<file path="src/rtl/coord_mult_gen.sv">
// coord_mult_gen: produces the 19 signed multiples k*c (k = 0..18) of one orientation coefficient with a single shared adder
// Ports: clk, rst_n (async active-low); start/coef_in/in_ready accept a coefficient;
//        out_valid/out_ready hand off mult_out (19 x BW_XCOS, slice k = k*c, k=0 at LSBs).
// Macro COORD_MULT_SAT_EN: saturate each multiple to +/-(2^(BW_XCOS-1)-1) instead of wrapping.
module coord_mult_gen #(
  parameter int BW_COS  = 12,
  parameter int BW_XCOS = 16
) (
  input  logic                   clk,
  input  logic                   rst_n,
  input  logic                   start,
  input  logic [BW_COS-1:0]      coef_in,
  output logic                   in_ready,
  output logic                   out_valid,
  input  logic                   out_ready,
  output logic [19*BW_XCOS-1:0]  mult_out
);
  localparam int AW = BW_XCOS + 5;
  typedef enum logic [1:0] {IDLE, ACC, HOLD} state_t;
  state_t                    state;
  logic signed [BW_COS-1:0]  coef_r;
  logic signed [AW-1:0]      acc;
  logic [4:0]                k;
  logic [BW_XCOS-1:0]        res [19];
  logic [BW_XCOS-1:0]        fit_acc;
`ifdef COORD_MULT_SAT_EN
  localparam logic signed [AW-1:0] SMAX = AW'((1 << (BW_XCOS - 1)) - 1);
  localparam logic signed [AW-1:0] SMIN = -SMAX;
  // symmetric clamp keeps the downstream negation overflow-free
  always_comb fit_acc = acc > SMAX ? SMAX[BW_XCOS-1:0] : acc < SMIN ? SMIN[BW_XCOS-1:0] : acc[BW_XCOS-1:0];
`else
  always_comb fit_acc = acc[BW_XCOS-1:0];
`endif
  for (genvar i = 0; i < 19; i++) begin : g_out
    assign mult_out[i*BW_XCOS +: BW_XCOS] = res[i];
  end
  // acc lags the write index by one step, so res[k] receives k*c and res[0] gets 0
  always_ff @(posedge clk or negedge rst_n) begin
    if (!rst_n) begin
      state     <= IDLE;
      in_ready  <= 1'b1;
      out_valid <= 1'b0;
      coef_r    <= '0;
      acc       <= '0;
      k         <= '0;
      for (int j = 0; j < 19; j++) res[j] <= '0;
    end else begin
      case (state)
        IDLE: if (start) begin
          coef_r   <= coef_in;
          acc      <= '0;
          k        <= '0;
          in_ready <= 1'b0;
          state    <= ACC;
        end
        ACC: begin
          res[k] <= fit_acc;
          acc    <= acc + AW'(coef_r);
          k      <= k + 5'd1;
          if (k == 5'd18) begin
            state     <= HOLD;
            out_valid <= 1'b1;
          end
        end
        HOLD: if (out_ready) begin
          state     <= IDLE;
          out_valid <= 1'b0;
          in_ready  <= 1'b1;
        end
        default: state <= IDLE;
      endcase
    end
  end
endmodule

</file>
<file path="config.mk">
export PLATFORM = sky130hd
export DESIGN_NAME = coord_mult_gen
export DESIGN_NICKNAME = d
export VERILOG_FILES = /design/src/rtl/coord_mult_gen.sv
export SDC_FILE = /design/constraint.sdc
export NUM_CORES = 1
export LEC_CHECK = 0
export CORE_AREA = 2 2 169 171
export DETAILED_ROUTE_END_ITERATION = 16
export DIE_AREA = 0 0 171 173
export GPL_ROUTABILITY_DRIVEN = 0
export GPL_TIMING_DRIVEN = 0
export PLACE_DENSITY = 0.79
export REMOVE_ABC_BUFFERS = 1
export SYNTH_ARGS = -nofsm -noshare
export SYNTH_HDL_FRONTEND = slang
export SYNTH_SLANG_ARGS = --single-unit
</file>
<file path="constraint.sdc">
create_clock -name clk -period 2.96 [get_ports clk]
set_input_delay 0.888 -clock clk [delete_from_list [all_inputs] [get_ports clk]]
set_output_delay 0.888 -clock clk [all_outputs]
set_load 0.005 [all_outputs]
</file>
# Word-level counts from Yosys, hierarchy flattened
# Cells that the tools add are included.
# W data, S select, Z words.
[word_totals]
out_inout_bits = 306
ff_bits = 346
inputBits = 16
[classes]
addsub = 2
bitwise = 1
n_eq_ne = 6
order_cmp = 2
mux = 17
reduce_logical = 10
[op_table]
columns = ["op", "n"]
rows = [
  ["$bwmux W304", 1],
  ["$demux W16 S5", 1],
  ["$pmux W21 S2", 1],
  ["$add A21 B12 Y21", 1],
  ["$mux W21", 1],
  ["$mux W16", 1],
  ["$pmux W5 S2", 1],
  ["$reduce_and A3 Y1", 3],
  ["$ge A6 B6 Y1 const B", 1],
  ["$lt A6 B1 Y1 const B", 1],
  ["$mux W2", 3],
  ["$ne A2 B2 Y1 const B", 3],
  ["$not A5 Y6", 1],
  ["$pmux W2 S3", 1],
  ["$reduce_bool A2 Y1", 3],
  ["$add A5 B1 Y5 const B", 1],
  ["$eq A5 B5 Y1 const B", 1],
  ["$mux W5", 1],
  ["$mux W1", 4],
  ["$pmux W1 S2", 2],
  ["$reduce_and A2 Y1", 2],
  ["$eq A2 B1 Y1 const B", 1],
  ["$eq A2 B2 Y1 const B", 1],
  ["$logic_not A2 Y1", 1],
  ["$logic_and A1 B1 Y1", 1],
]

# Depth between registers and ports, before layout
[depth]
word_depth = 6
ltp_mapped = 8
depth_no_buf = 8

# Worst setup path before layout
# OpenSTA, ideal clock, no wires.
[synth_path]
kind = "reg-to-reg"
start = "reg acc[1]"
end = "reg acc[10]"
n_path_buf = 1
setup_ns = 0.122
path_stages_with_launch = 9
t_arrival_ns = 2.154
slack_ns = 0.684
period_less_slack_ns = 2.276
required_time_ns = 2.838
cell_sequence = "dfrtp_1 > inv_1 > clkbuf_1 > fa_1 > nor2b_1 > o2111ai_1 > a21oi_1 > or3_2 > a32o_1"
[synth_between]
elab_chain_len = 2
[synth_lines]
columns = ["element", "line", "source"]
rows = [
  ["start, declared", "22", "logic signed [AW-1:0] acc;"],
  ["start signal, assigned", "58", "acc <= acc + AW'(coef_r);"],
  ["$add A21 B12 Y21", "58", ""],
  ["$pmux W21 S2", "48", "case (state)"],
]
# Every way passes these cells.
# A chain may end at the register's enable or synchronous reset.

# Worst setup path after layout
[layout_path]
start = "reg acc[0]"
end = "reg acc[12]"
# Same word-level chain as after synthesis.

==> metrics <==
nets@finish between 1000 and 1500; Tightest Hold Check Type input port to async pin; crit-path max FO 12; compound-gate portion of the synthesized area 0.0379; Multi-input gate area about 4800 um2; skew final between 0.009 and 0.01 ns; Die Wd 171 um; die area roughly 30000 um2; Starting Density 0.495; post-synthesis xor/xnor area fraction 0.00512; fmax 355 MHz; share of layout cells above drive strength 1 0.313; CP Launch Type flop; R2R setup slack approximately 0.14 ns; mux cell area share after synthesis 0.249; Post-synth ARST share 1.00; Power Density 1240 nW/um2; Post-synth EDFFs 0; Worst-Skew Late Latency ~0.50 ns; Mapped Area 13700 um2; post-DP HPWL 23000 um; H-tree depth 2; CP required ~3.4 ns; cells after synthesis 938; initial DRC count 478; final setup violation count 0; Cell Rows 61; drt total wl 36800 um; Avg Inst Size Synth about 15 um2; outcome completed; #FFs+latches synth 341; Max-cap violations 0; most frequent cells in the layout dfrtp_1 (331), clkdlybuf4s50_1 (320), mux2_2 (300); WL/cell approximately 23 um; Num CTS Buffers 37; Overflow after GRT 0; DR pass1 iterations 4; number of diodes 0; Post-Layout Cell Count 1635; vias in the first global route about 9000; max-slew violations 0; Setup CP Type flop to flop; post-route ant nets 0; Vias/cell ~5.4; Tmin final 2.82 ns; Tcrit/Tclk final 0.952; clock root buffer clkbuf_16; TritonCTS clock tree done; Fin Setup TNS 0 ns; largest net degree at the start of global routing around 130; Fillers 2048; IO buf count 321; Synthesis Warnings 0; Seq/Total Area, Yosys 0.624; RSZ-0062 raised after global routing false; largest family of logic cells by synthesized area multiplexers; post-synthesis simple-gate area fraction 0.0428; I/O Pins roughly 320; ys flop type dfrtp_1; headroom to the max-slew limit 0.204; crit path capture type flop; first-pass GRT wire length approximately 55000 um; commonest non-fill, non-tap cell in the layout dfrtp_1; GRT Resource Usage Total 0.246; Leakage 8.07 nW; worst-margin pin slew 1.19 ns; vias 8815; Clock Tree Buf Depth 3; crit path DAT 3.21 ns; adder-cell share of the synthesized area 0.0189; # clock sinks about 340; Netlist cell types 50; DRC viols 0; cell count after placement roughly 1600; register area between 8000 and 9000 um2; Reg clk slew, reported paths 0.06 ns; Syn-to-layout area delta 34.1%; antenna violations before repair 0; Hold Violations, Final 0; Core Footprint 27600 um2; Die Y between 150 and 200 um; peak supply drop a little under 0.8 mV
-- metrics by stage --
| stage | cell area (um2) | util | worst slack (ns) | power, W | hold slack [ns] |
|---|---|---|---|---|---|
| finish | 18300 | 0.664 | 0.142 | 0.0228 | 0.420 |
| global route | 18300 | 0.664 | 0.0621 | 0.0241 | 0.482 |
| CTS | 18300 | 0.662 | 0.0217 | 0.0229 | 0.441 |
| detailed placement | 17200 | 0.621 | -0.392 | 0.0185 | 0.472 |
| global placement | 17100 | 0.618 | -13.57 | 0.0182 | 0.463 |
| floorplan | 13400 | - | -0.316 | 0.0126 | 0.473 |
-- cell usage after synthesis (3+ instances only) --
master    number  share of area
nor3b_2        3         0.0027
o22ai_1        3         0.0014
nand3_1        7         0.0026
buf_4          3         0.0016
mux2_2       300           0.25
ha_1          19          0.017
nor2_1        10         0.0027
o211ai_1       3         0.0016
buf_2         10         0.0037
xor2_1         4         0.0026
nand2_1       48          0.013
nand3_2       11         0.0081
a32o_1         3         0.0022
a211oi_1       3         0.0016
o21ai_0       37          0.014
nand4_1        3         0.0014
nand2b_1       3         0.0014
xnor2_1        4         0.0026
a21oi_1       16         0.0059
inv_1          8         0.0022
buf_1          3        0.00082
nor2_2         3         0.0014
nand3b_1       3         0.0016
dfrtp_1      340           0.62
clkbuf_1      49          0.013
a21o_1         7         0.0038
-- final timing paths --
kind                         startpoint       endpoint  cells past startpoint
hold / removal                    rst_n  mult_out[128]                      1
setup / recovery                 acc[0]        acc[12]                      8
hold reg to reg            mult_out[65]   mult_out[65]                      2
setup reg to reg                 acc[0]        acc[12]                      8
max in group asynchronous         rst_n  mult_out[170]                      2
min in group clk           mult_out[65]   mult_out[65]                      2
-- cell families (layout without fill, tap and decap cells) --
| kind of cell | count (synthesis) | after routing |
|---|---|---|
| DFF | 341 | 341 |
| muxes | 302 | 302 |
| AOI/OAI and AO/OA | 85 | 85 |
| buffers and inverters | 75 | 394 |
| adders and majority gates | 20 | 20 |
| and+or+nand+nor | 107 | 107 |
| xor gates and xnor gates | 8 | 8 |
-- layer usage --
metal / up-vias / wire [um] / track usage
li1: 3910 / - / -
met4: 0 / 1130 / 0.0826
met3: 72 / 2500 / 0.0520
met2: 318 / 18000 / 0.408
met1: 4515 / 15200 / 0.323
met5: - / 0 / 0
-- flip-flops by register name, summed over array words and instances, names as in the netlist --
| register | cells |
|---|---|
| coef_r | 12 |
| k | 5 |
| state | 2 |
| acc | 16 |
| mult_out | 304 |
| out_valid | 1 |
| in_ready | 1 |
-- timing repair --
item / in CTS / in global routing
resized for setup: 7 / 6
buffers inserted: 0 / 3
hold buffers: 0 / 0
endpoints found under the hold margin: 0 / 0
setup endpoints to repair: 4 / 22
-- worst max-delay path, stage by stage (launching register included) --
cell and delay, ns:
dfrtp_4 0.60, ha_1 0.26, inv_1 0.07, fa_1 0.41
nor2b_1 0.20, o2111ai_1 0.28, a211oi_1 0.47, o21ai_0 0.14
a32o_1 0.27
-- final cells by class --
| class | count | area share |
|---|---|---|
| clock inverters | 8 | 0.00389 |
| well taps | 378 | 0.0258 |
| repair buffers | 327 | 0.181 |
| flip-flops and latches | 341 | 0.466 |
| inverters | 8 | 0.00184 |
| multi-input cells | 522 | 0.264 |
| clock buffers | 51 | 0.0572 |
-- power by group --
part | switching, W | total (W) | internal (W)
Combinational | 0.00362 | 0.00953 | 0.00591
Sequential | 0.00216 | 0.00900 | 0.00683
Clock | 0.00176 | 0.00430 | 0.00254
Total | 0.00755 | 0.0228 | 0.0153
Power figures use the tool's default switching activity.
